### src/rtl/single_macc_sample_tx.sv
// Sample pacer for a single-MACC FIR: buffers upstream samples in a small FIFO and
// presents one sample with a new-data strobe every PERIOD clocks.
module single_macc_sample_tx #(
    parameter int unsigned DATA_W = 18,
    parameter int unsigned PERIOD = 16,
    parameter int unsigned DEPTH  = 8
) (
    input  logic                     Clk_i,
    input  logic                     Rst_i,
    input  logic                     Enable_i,
    input  logic                     ClrFlags_i,
    input  logic [DATA_W-1:0]        Data_i,
    input  logic                     DataValid_i,
    output logic                     Ready_o,
    output logic [DATA_W-1:0]        Data_o,
    output logic                     DataNd_o,
    output logic [$clog2(DEPTH):0]   Level_o,
    output logic                     Overflow_o,
    output logic                     Underrun_o
);

    localparam int unsigned AW = $clog2(DEPTH);
    localparam int unsigned LW = AW + 1;
    localparam int unsigned CW = (PERIOD > 1) ? $clog2(PERIOD) : 1;

    logic [DATA_W-1:0] mem [DEPTH];

    logic [AW-1:0]     wrPtrQ, wrPtrD;
    logic [AW-1:0]     rdPtrQ, rdPtrD;
    logic [LW-1:0]     levelQ, levelD;
    logic [CW-1:0]     slotCntQ, slotCntD;
    logic [DATA_W-1:0] dataQ, dataD;
    logic              dataNdQ;
    logic              overflowQ, overflowD;
    logic              underrunQ, underrunD;

    logic full, empty, slot, push, pop, overflowSet, underrunSet;

    always_comb begin
        full        = (levelQ == LW'(DEPTH));
        empty       = (levelQ == '0);
        slot        = Enable_i && (slotCntQ == '0);
        push        = DataValid_i && !full;
        // Pop decision uses the pre-edge level, so a push landing on an empty
        // FIFO at a slot edge is not visible to that slot.
        pop         = slot && !empty;
        overflowSet = DataValid_i && full;
        underrunSet = slot && empty;

        slotCntD = '0;
        if (Enable_i && (slotCntQ != CW'(PERIOD - 1))) begin
            slotCntD = slotCntQ + 1'b1;
        end

        wrPtrD = push ? wrPtrQ + 1'b1 : wrPtrQ;
        rdPtrD = pop  ? rdPtrQ + 1'b1 : rdPtrQ;
        levelD = levelQ + LW'(push) - LW'(pop);

        dataD = dataQ;
        if (slot) begin
            dataD = pop ? mem[rdPtrQ] : '0;
        end

        // Set events win over a same-cycle clear.
        overflowD = overflowSet || (overflowQ && !ClrFlags_i);
        underrunD = underrunSet || (underrunQ && !ClrFlags_i);
    end

    always_ff @(posedge Clk_i) begin
        if (!Rst_i) begin
            wrPtrQ    <= '0;
            rdPtrQ    <= '0;
            levelQ    <= '0;
            slotCntQ  <= '0;
            dataQ     <= '0;
            dataNdQ   <= 1'b0;
            overflowQ <= 1'b0;
            underrunQ <= 1'b0;
        end else begin
            wrPtrQ    <= wrPtrD;
            rdPtrQ    <= rdPtrD;
            levelQ    <= levelD;
            slotCntQ  <= slotCntD;
            dataQ     <= dataD;
            dataNdQ   <= slot;
            overflowQ <= overflowD;
            underrunQ <= underrunD;
        end
    end

    // Storage needs no reset; validity is tracked entirely by the pointers.
    always_ff @(posedge Clk_i) begin
        if (Rst_i && push) begin
            mem[wrPtrQ] <= Data_i;
        end
    end

    assign Ready_o    = !full;
    assign Level_o    = levelQ;
    assign Data_o     = dataQ;
    assign DataNd_o   = dataNdQ;
    assign Overflow_o = overflowQ;
    assign Underrun_o = underrunQ;

endmodule

### config.mk
export PLATFORM = sky130hd
export DESIGN_NAME = single_macc_sample_tx
export DESIGN_NICKNAME = d
export VERILOG_FILES = /design/src/rtl/single_macc_sample_tx.sv
export SDC_FILE = /design/constraint.sdc
export NUM_CORES = 1
export LEC_CHECK = 0
export CAP_MARGIN = 5
export CORE_MARGIN = 8
export CORE_UTILIZATION = 50
export CTS_BUF_LIST = sky130_fd_sc_hd__clkbuf_16
export CTS_CLUSTER_SIZE = 20
export DETAILED_ROUTE_END_ITERATION = 6
export PLACE_DENSITY = 0.82
export SYNTH_ARGS = -nofsm -noshare
export SYNTH_HDL_FRONTEND = slang
export SYNTH_SLANG_ARGS = --single-unit
### constraint.sdc
create_clock -name Clk_i -period 3.1 [get_ports Clk_i]
set_input_delay 0.62 -clock Clk_i [delete_from_list [all_inputs] [get_ports Clk_i]]
set_output_delay 0.62 -clock Clk_i [all_outputs]
set_load 0.005 [all_outputs]
After elaboration in Yosys (flattened, before gate mapping). Memories as Yosys holds them, arrays and structs flattened. A register that Yosys moved wholly into a read port is not among the register bits. Cells that the tools add are included.

Bits in writable memories: 144. Bits in registers: 35. Input port bits: 23. Logic and storage cells: 38. Output and inout port bits: 26. Memories kept: 1.

Memory list: mem (depth 8, bits a word 18, rd ports 1, clocked after Yosys merged registers in 1, wr ports 1, RTL line 26) `logic [DATA_W-1:0] mem [DEPTH];`.

Add/sub/neg operators: 5. Reduce and logical (&&, ||, !) cells: 17. Mux-type cells: 5. Eq/ne operators: 2.

Operator list (count): $mux 18 (1); $logic_and 1x1->1 (9); $logic_not 4->1 (2); $add 3x1->3 const B (2); $mux 3 (2); $add 4x1->4 (1); $add 4x1->4 const B (1); $eq 4x4->1 const B (1); $ne 4x4->1 const B (1); $sub 4x1->4 (1); $logic_not 1->1 (3); $logic_or 1x1->1 (2); $mux 1 (2); $reduce_and 2->1 (1).

Longest topological paths before layout. Gate-level depths: netlist of the first run.

Depth after elaboration: 6. Mapped depth: 12. Depth with buffers taken out: 11.

Least setup slack after synthesis of the first run. Ideal clock, no wire load.

Path kind: flip-flop to flip-flop. Start: register levelQ[2] (netlist: Level_o[2]). End: memory mem[1][0] (enable). Arrival time: 2800 ps. Cell stages (with the launch flop): 7. Clock period less this slack: 3239 ps. Required time: 2661 ps. Slack: -139 ps. Setup time: 439 ps. Path buffers: 1. Path through: dfxtp_1 inv_1 ha_1 or3b_1 buf_2 nand2_2 nor4_1.

Cells in the longest elaborated chain, start to end: 6.

Ends and longest elaborated chain: start: declaration (RTL line 30) `logic [LW-1:0] levelQ, levelD;`; start signal: assignment (RTL line 82) `levelQ <= levelD;`; $eq 4x4->1 (RTL line 40) `full = (levelQ == LW'(DEPTH));`; $logic_not 1->1; via Ready_o (RTL line 14) `output logic Ready_o,`; $logic_and 1x1->1 (RTL line 43) `push = DataValid_i && !full;`; $logic_and 1x1->1 (RTL line 93) `if (Rst_i && push) begin`; $mux 1 (RTL line 93); $mux 1 (not written as such) (RTL line 94) `mem[wrPtrQ] <= Data_i;`; end: declaration (RTL line 26).

The timed path passes the listed nets, and every way through them passes these cells.

Final worst setup path of the first run.
Start: register levelQ[2] (netlist: Level_o[2]). End: output port Ready_o.

Cells in the longest elaborated chain, start to end: 2.

Ends and longest elaborated chain: $eq 4x4->1 (RTL line 40); $logic_not 1->1 (RTL line 98) `assign Ready_o = !full;`; end: declaration (RTL line 14).

Every way passes these cells.

==> results of run 1 <==
-- path summary, 6_finish.rpt --
check              from  depth (start not counted)  slack (ps)         end
max          Level_o[2]                          4         540     Ready_o
min reg2reg   Data_o[1]                          2         450   Data_o[1]
min           Data_o[1]                          2         450   Data_o[1]
max reg2reg  Level_o[2]                         10         630  Level_o[2]
-- kinds of logic after synthesis --
family | count (synthesis) | share of synthesized area
DFF | 182 | 0.725
muxes | 55 | 0.157
xor gates and xnor gates | 8 | 0.00998
and+or+nand+nor | 60 | 0.0444
AOI/OAI and AO/OA | 25 | 0.0221
buffers and inverters | 26 | 0.0212
adders and majority gates | 11 | 0.0207
-- layer usage --
| layer | part of all wire | vias to the layer above |
|---|---|---|
| met5 | 0 | - |
| met4 | 0.027 | 0 |
| met3 | 0.057 | 29 |
| met2 | 0.53 | 98 |
| met1 | 0.39 | 1815 |
| li1 | - | 1600 |
-- report_power, final --
group	internal (mW)	leakage, nW	switching (mW)
registers	2.79	1.61	0.123
clock network	1.26	0.291	0.861
logic	0.569	0.916	0.450
-- cells in the mapped netlist (2+ instances only) --
cell type	n
inv_1	10
buf_6	5
o21ai_1	18
mux2i_1	19
nor4_1	2
mux4_1	27
nor2b_1	3
buf_2	7
xnor2_1	3
a32oi_1	2
clkbuf_1	2
ha_1	10
nor2_1	6
xor2_1	5
dfxtp_1	38
and2_1	10
nand3_1	7
mux4_2	9
nor3_1	4
nand2_1	21
edfxtp_1	144
-- through the flow --
stage | TNS, ps | hold slack (ps) | utilization
floorplan | -5020 | 430 | -
global placement | 0 | 438 | 0.568
detailed placement | 0 | 441 | 0.568
CTS | 0 | 449 | 0.611
global route | 0 | 460 | 0.611
finish | 0 | 446 | 0.611
-- state kept, by name, indices dropped and copies added, names as in the netlist, named ones only --
signal / cells
Data_o: 18
Overflow_o: 1
rdPtrQ: 3
DataNd_o: 1
wrPtrQ: 3
slotCntQ: 4
Underrun_o: 1
Level_o: 4
mem: 144
-- worst register-to-register path: stages (launching register included) --
cell and delay, ps:
dfxtp_1 320, inv_1 100, ha_1 170, or3b_1 440, nand2_2 220, ha_1 160, inv_1 40, ha_1 200
fa_1 410, xor2_1 160, and2_1 150
-- layout by cell type, fill, tap and decap left out, types with 2 or more instances in the layout --
cell and count:
xor2_1 5, clkbuf_16 17, and2_1 10, clkdlybuf4s50_1 48, clkinvlp_4 3, dfxtp_1 37, o21ai_1 18, ha_1 10
bufinv_16 3, nor3_2 4, mux4_2 9, clkinv_2 4, nand3_1 7, edfxtp_1 144, nor2_1 6, clkinv_4 3
a32oi_1 2, mux4_1 27, mux2i_1 19, nor4_2 2, nor2b_1 3, inv_1 12, nand2_1 21, xnor2_1 3
buf_4 21
-- cell type report --
cell class,count,area (sq um),share of cell area
clock inverter,15,166,0.0198
sequential,182,5090,0.604
inverter,10,37.5,0.00446
timing repair buffer,70,658,0.0782
multi-input combinational,159,1820,0.216
clock buffer,17,425,0.0506
tap,180,225,0.0268
==> impl_metrics.py, run 1 <==
metrics = {
    "power": {
        "ir_worst_vdd_v": 0.000378,
        "power.leakage_nw": 2.82,
        "power_density_nw_per_um2": 719,
        "totalPowerFinal_mw": 6.05,
    },
    "sta": {
        "rsz0062_at_grt": "false",
        "finalCriticalPeriod_ps": 2560,
        "setup_ws_ps": 538,
        "period_share": 0.826,
        "fin_worst_skew_ps": 10.6,
        "setup_viol": 0,
        "worst_pin_slew_ps": 590,
        "max_clock_freq_ghz": 0.390,
        "hold_viol": 0,
        "slew_headroom": 0.607,
        "maxSlewViolCount": 0,
    },
    "placed_design": {
        "post-place-cells": 601,
        "gp_congestion": 0.717,
        "dp_slack_ps": 275,
        "place_area_sq_um": 7820,
        "dp_hpwl_mm": 8.29,
        "io_buffers": 48,
    },
    "die": {
        "fp.dieW_um": 134,
        "dieArea_sq_um": 18100,
        "rows": 43,
        "core_area_sq_um": 13800,
        "initial_core_util": 0.510,
        "fp.dieH_um": 134,
        "io_pins": 49,
    },
    "route": {
        "wl_per_cell_um": 21.0,
        "drt_wl_total_mm": 13.3,
        "drt_first_pass_iters": 4,
        "final_antenna_net_count": 0,
        "route.vias.total": 3542,
        "route.detailed.drc": 0,
        "drtIter0Drc": 230,
        "vias_per_cell": 5.60,
    },
    "logic_synthesis": {
        "syn_inst": 367,
        "ys_seq_area_frac": 0.725,
        "synth_edf_count": 144,
        "ys_warn_count": 0,
        "ys_seq_elements": 182,
        "yosysTopAreaCellShare": 0.616,
        "syn_avg_cell_area_sq_um": 19.1,
        "synth_fp_nets": 401,
        "yosys.cell_types.count": 36,
        "syn_area_sq_um": 7020,
        "synth_flop_cell": "edfxtp_1",
        "yosys.area.top_type": "edfxtp_1",
        "async_flop_share": 0,
        "synth_area_leaders": "edfxtp_1 (62%), dfxtp_1 (11%), mux4_1 (10%), mux4_2 (2.9%), mux2i_1 (2.7%)",
    },
    "clocking": {
        "cts_hold_buf": 0,
        "path_clk_slew_ps": 60,
        "cts_tree": "yes",
        "insertion_delay_ps": 430,
        "htree_levels": 4,
        "clock-sinks": 182,
        "clock_path_buffers": 2,
        "cts_setup_buffers": 0,
        "numCtsBuffers": 17,
        "root_buffer": "clkbuf_16",
        "post_cts_resized": 0,
    },
    "global_route": {
        "gr-total-overflow": 0,
        "gr-usage-met2": 0.266,
        "grt_first_pass_wirelength_mm": 20.6,
        "met1_usage": 0.169,
        "antenna_found_initial": 0,
        "groute.usage.overall": 0.155,
        "gr-max-usage-layer": "met2",
        "grt_max_degree": 37,
        "grt_pass1_vias": 3758,
        "met3_usage": 0.0527,
    },
    "finish": {
        "final_layout_size_suffix_gt1_frac": 0.159,
        "final_area_sq_um": 8420,
        "instances_no_fill": 633,
        "fin_nets": 474,
        "area_growth_pct": 19.9,
        "num-fill-cells": 980,
        "antenna_cells": 0,
    },
    "run": {
        "drv_cap": 0,
    },
    "worst_setup_path": {
        "max_stage_delay_ps": 490,
        "worst-path-buf-inv": 2,
        "crit_arrival_ps": 1940,
        "endpoint_kind": "output port",
        "crit_chain": "inv_1 -> ha_1 -> or3b_1 -> clkdlybuf4s50_1",
        "worstPathMaxFanout": 5,
        "critPathRequiredTime_ps": 2480,
        "critPathKind": "reg2out",
        "path_delay_family": "buffers and inverters",
        "slowest_stage": "clkdlybuf4s50_1",
        "start_kind": "flop",
    },
    "min_path": {
        "hold_class": "reg2reg",
    },
    "status": {
        "status": "complete, no violations",
    },
}
Power figures use the tool's default switching activity.
==> run 2, diff against run 1 <==
- PLACE_DENSITY: 0.82 -> 0.79
- clock period: 3.1 -> 2.5 ns (I/O delays scaled with it)
==> run 2 against run 1 <==
- clock-buffer cell count did not move
- clock skew fell by 3.2 ps
- flip-flop and latch count did not move
- first-iteration DRC count fell by 18%
- critical endpoint unchanged
- largest power group unchanged
- clock power rose by 24%
- non-clock buffer count rose by 2
- final cell count rose by 0.32%
- cell area rose by 0.62%
- via count fell by 2.8%
==> impl_metrics.py, run 2 (synthesis results as in run 1) <==
metrics = {
    "finish": {
        "largest-register": "mem",
        "final_common_cell": "edfxtp_1",
        "final_layout_size_suffix_gt1_frac": 0.160,
        "area_growth_pct": 20.7,
        "fin_nets": 476,
        "num-fill-cells": 1001,
        "most-common-layout-cells": "edfxtp_1 (144), clkdlybuf4s50_1 (47), dfxtp_1 (37), mux4_1 (27), nand2_1 (21)",
        "instances_no_fill": 635,
        "largest_reg_flops": 144,
        "antenna_cells": 0,
    },
    "sta": {
        "finalCriticalPeriod_ps": 2340,
        "worst_pin_slew_ps": 799,
        "final.setup.tns_ps": 0,
        "slew_headroom": 0.468,
        "hold_viol": 0,
        "rsz0062_at_grt": "false",
        "maxSlewViolCount": 0,
        "setup_viol": 0,
        "fin_worst_skew_ps": 7.39,
        "max_clock_freq_ghz": 0.427,
        "period_share": 0.936,
    },
    "global_route": {
        "groute.usage.overall": 0.149,
        "grt_first_pass_wirelength_mm": 20.0,
        "grt_pass1_vias": 3598,
        "antenna_found_initial": 0,
        "grt_max_degree": 37,
        "gr-total-overflow": 0,
    },
    "power": {
        "power_switching_mw": 1.75,
        "power.leakage_nw": 2.84,
        "combPwrFrac": 0.174,
        "ir_worst_vdd_v": 0.000469,
        "p_clk_frac": 0.350,
        "swShare": 0.233,
        "internal-power_mw": 5.74,
        "pwr-share-seq": 0.476,
        "power_density_nw_per_um2": 884,
    },
    "worst_setup_path": {
        "critPathRequiredTime_ps": 2000,
        "rr_endpoint": "Level_o[2]",
        "critPathKind": "reg2out",
        "timing.rr.start": "slotCntQ[0]",
        "start_kind": "flop",
        "worstPathMaxFanout": 4,
        "endpoint_kind": "output port",
        "r2r_cells": 10,
        "crit_arrival_ps": 1840,
        "r2r_slack_ps": 180,
    },
    "die": {
        "fp.dieW_um": 134,
        "core_area_sq_um": 13800,
        "io_pins": 49,
        "dieArea_sq_um": 18100,
        "rows": 43,
        "initial_core_util": 0.510,
        "fp.dieH_um": 134,
    },
    "placed_design": {
        "io_buffers": 48,
        "post-place-cells": 603,
        "gp_congestion": 0.758,
        "dp_hpwl_mm": 7.59,
    },
    "clocking": {
        "insertion_delay_ps": 420,
        "cts_tree": "yes",
        "root_buffer": "clkbuf_16",
        "numCtsBuffers": 17,
        "htree_levels": 4,
        "cts_hold_buf": 0,
        "path_clk_slew_ps": 60,
        "clock_path_buffers": 2,
        "clock-sinks": 182,
    },
    "min_path": {
        "hold_path_depth": 2,
        "hold_class": "reg2reg",
        "hp-start": "Data_o[8]",
        "hold_path_end": "Data_o[8]",
    },
    "route": {
        "drtIter0Drc": 189,
        "drt_wl_total_mm": 12.6,
        "wl_met3_um": 729,
        "met1Wirelength_mm": 5.13,
        "drt_first_pass_iters": 4,
        "highest_layer": "met4",
        "route.detailed.drc": 0,
        "route.met2.wl_mm": 6.40,
        "final_antenna_net_count": 0,
        "route.vias.total": 3443,
        "vias_per_cell": 5.42,
        "wl_per_cell_um": 19.8,
    },
    "run": {
        "drv_cap": 0,
    },
    "status": {
        "status": "complete, no violations",
    },
}
-- run 2: cell count changes in the layout (fill, tap and decap cells not counted), moves of 2 or more --
cell | before | now
clkinv_1 | 0 | 2
clkinvlp_4 | 3 | 0
buf_12 | 1 | 4
inv_6 | 0 | 3
clkinv_2 | 4 | 2
-- run 2: per-stage QoR --
step / utilization / total power [mW] / setup WS (ps) / instance area, sq um / hold slack, ps
finish: 0.615 / 7.49 / 159 / 8470 / 445
global route: 0.615 / 7.81 / 83.7 / 8470 / 465
CTS: 0.615 / 7.56 / 149 / 8470 / 450
detailed placement: 0.572 / 4.95 / -158 / 7880 / 442
global placement: 0.572 / 4.91 / -111 / 7880 / 439
floorplan: - / 4.48 / -739 / 7030 / 430
-- run 2: timing repair --
item,CTS,global route
buffers inserted,0,0
hold endpoints to repair,0,0
endpoints found under the setup margin,1,0
gates resized for setup,3,0
-- run 2: worst max path at each step --
stage	startpoint	endpoint	slack, ps	cells past startpoint
after detailed placement	Enable_i	Level_o[2]	-160	9
after global routing	Level_o[2]	Ready_o	80	5
after floorplan	Level_o[2]	mem[1][0]	-740	6
final	Level_o[2]	Ready_o	160	5
after CTS	Level_o[2]	Ready_o	150	5
after global placement	Enable_i	Level_o[2]	-110	9
-- run 2: area by class of cell --
cell class                      instances  area [sq um]  share of cell area
Inverter                               10          37.5             0.00443
Clock inverter                         15           163              0.0192
Sequential cell                       182          5090               0.601
Timing Repair Buffer                   72           709              0.0838
Multi-Input combinational cell        159          1820               0.215
Clock buffer                           17           425              0.0502
Tap cell                              180           225              0.0266
-- run 2: critical path, stage by stage, from the launching register on --
cell and delay, ps:
dfxtp_1 320, inv_1 100, ha_2 200, or3b_4 390
buf_4 160, dlygate4sd2_1 260
-- run 2: layer usage --
metal	up-vias	track usage
met1	1722	0.175
met2	88	0.248
met5	-	0
met3	22	0.0420
li1	1611	-
met4	0	0.0742
-- run 2: power groups by stage --
stage	sequential, mW	combinational [mW]	clock, mW
6_report	3.56	1.30	2.62
5_1_grt	3.58	1.43	2.79
4_1_cts	3.56	1.33	2.66
3_5_place_dp	3.63	1.32	0
3_3_place_gp	3.62	1.29	0
2_1_floorplan	3.61	0.871	0
==> run 3, diff against run 2 <==
- CORE_MARGIN: 8 -> 2
- GPL_TIMING_DRIVEN: default -> 0
==> run 3 against run 2 <==
- via count grew 3.4%
- sequential share of layout area is 0.87 points lower
- total power is 0.98% higher
- sequential power is essentially flat
- critical endpoint is now Level_o[1]
- utilization grew 0.90 points
- largest power group unchanged
- register-to-register slack got worse by 80 ps
- clock skew hardly changed
- non-clock buffer count is 5 higher
- first-iteration DRC count grew 52%
- final cell count is 0.79% higher
==> impl_metrics.py, run 3 (synthesis results as in run 1) <==
metrics = {
    "status": {
        "status": "complete, no violations",
    },
    "power": {
        "power_density_nw_per_um2": 880,
        "power.leakage_nw": 2.86,
        "ir_worst_vdd_v": 0.000527,
    },
    "finish": {
        "instances_no_fill": 640,
        "most-common-layout-cells": "edfxtp_1 (144), clkdlybuf4s50_1 (47), dfxtp_1 (37), mux4_1 (27), nand2_1 (21)",
        "final_area_sq_um": 8590,
        "num-fill-cells": 986,
        "antenna_cells": 0,
        "largest_reg_flops": 144,
        "area_growth_pct": 22.4,
        "final_common_cell": "edfxtp_1",
        "fin_nets": 481,
        "largest-register": "mem",
        "final_layout_size_suffix_gt1_frac": 0.183,
    },
    "clocking": {
        "clock_path_buffers": 2,
        "htree_levels": 4,
        "numCtsBuffers": 17,
        "cts_tree": "yes",
        "path_clk_slew_ps": 60,
        "root_buffer": "clkbuf_16",
        "cts_hold_buf": 0,
        "clock-sinks": 182,
        "insertion_delay_ps": 430,
    },
    "placed_design": {
        "post-place-cells": 605,
        "place_area_sq_um": 7940,
        "gp_congestion": 0.703,
        "dp_hpwl_mm": 8.42,
        "io_buffers": 48,
    },
    "min_path": {
        "hold_class": "reg2reg",
        "hp-start": "Data_o[16]",
        "hold_path_depth": 2,
    },
    "route": {
        "drtIter0Drc": 287,
        "wl_per_cell_um": 21.2,
        "drt_wl_total_mm": 13.6,
        "final_antenna_net_count": 0,
        "drt_first_pass_iters": 4,
        "route.detailed.drc": 0,
        "vias_per_cell": 5.56,
        "route.vias.total": 3559,
    },
    "die": {
        "io_pins": 49,
        "fp.dieH_um": 122,
        "rows": 43,
        "core_area_sq_um": 13800,
        "dieArea_sq_um": 15000,
        "fp.dieW_um": 122,
        "initial_core_util": 0.510,
    },
    "worst_setup_path": {
        "critPathKind": "in2reg",
        "setup.worst_path.start": "Enable_i",
        "timing.rr.start": "Level_o[2]",
        "crit_arrival_ps": 2760,
        "worstPathMaxFanout": 5,
        "r2r_cells": 10,
        "endpoint_kind": "flop",
        "r2r_slack_ps": 100,
        "start_kind": "input pin",
        "critPathRequiredTime_ps": 2830,
    },
    "global_route": {
        "grt_max_degree": 17,
        "grt_pass1_vias": 3620,
        "grt_first_pass_wirelength_mm": 20.5,
        "antenna_found_initial": 0,
        "groute.usage.overall": 0.194,
        "gr-total-overflow": 0,
    },
    "sta": {
        "slew_headroom": 0.583,
        "rsz0062_at_grt": "true",
        "worst_pin_slew_ps": 623,
        "hold_viol": 0,
        "max_clock_freq_ghz": 0.410,
        "setup_viol": 0,
        "period_share": 0.975,
        "whs_ps": 445,
        "maxSlewViolCount": 0,
        "fin_worst_skew_ps": 7.35,
        "finalCriticalPeriod_ps": 2440,
    },
    "run": {
        "drv_cap": 0,
    },
}
-- run 3: area by class of cell --
class	instances	area, sq um	share of cell area
sequential	182	5090	0.592
multi-input combinational	159	1880	0.219
timing repair buffer	61	688	0.0801
clock buffer	17	425	0.0495
tap	180	225	0.0262
clock inverter	15	138	0.0160
buffer	16	114	0.0133
inverter	10	37.5	0.00437
-- run 3: path summary, 6_finish.rpt --
path	to
min reg2reg	Data_o[16]
min	Data_o[16]
max	Level_o[1]
max reg2reg	Level_o[1]
-- run 3: repair_timing --
| item | 4_1_cts | 5_1_grt |
|---|---|---|
| pin swaps | 0 | 1 |
| buffers inserted | 0 | 3 |
| endpoints found under the setup margin | 14 | 38 |
| gates resized for setup | 2 | 11 |
-- run 3: critical path: stages --
cell and delay [ps]:
clkdlybuf4s50_1 490, and4bb_2 320, a21boi_4 310, ha_1 290, inv_1 60, ha_1 190, fa_2 440, and2_1 160
-- run 3: per-layer routing --
layer,track usage,share of wire,up-vias
met5,0,0,-
met4,0.0654,0.019,0
met3,0.0590,0.049,22
met2,0.320,0.52,101
met1,0.246,0.41,1808
li1,-,-,1628
-- run 3: stage by stage --
step | setup TNS (ps) | power (mW) | util | worst slack (ps)
6_report | 0 | 7.56 | 0.624 | 62.1
3_5_place_dp | -27310 | 5.00 | 0.577 | -435
2_1_floorplan | -34380 | 4.48 | - | -739
3_3_place_gp | -229110 | 4.91 | 0.562 | -2700
4_1_cts | 0 | 7.55 | 0.619 | 16.3
5_1_grt | -12.5 | 7.86 | 0.624 | -8.47
-- run 3: power by group --
part	leakage (nW)	internal, mW	switching (mW)
sequential	1.61	3.46	0.117
clock	0.273	1.45	1.10
combinational	0.976	0.773	0.656
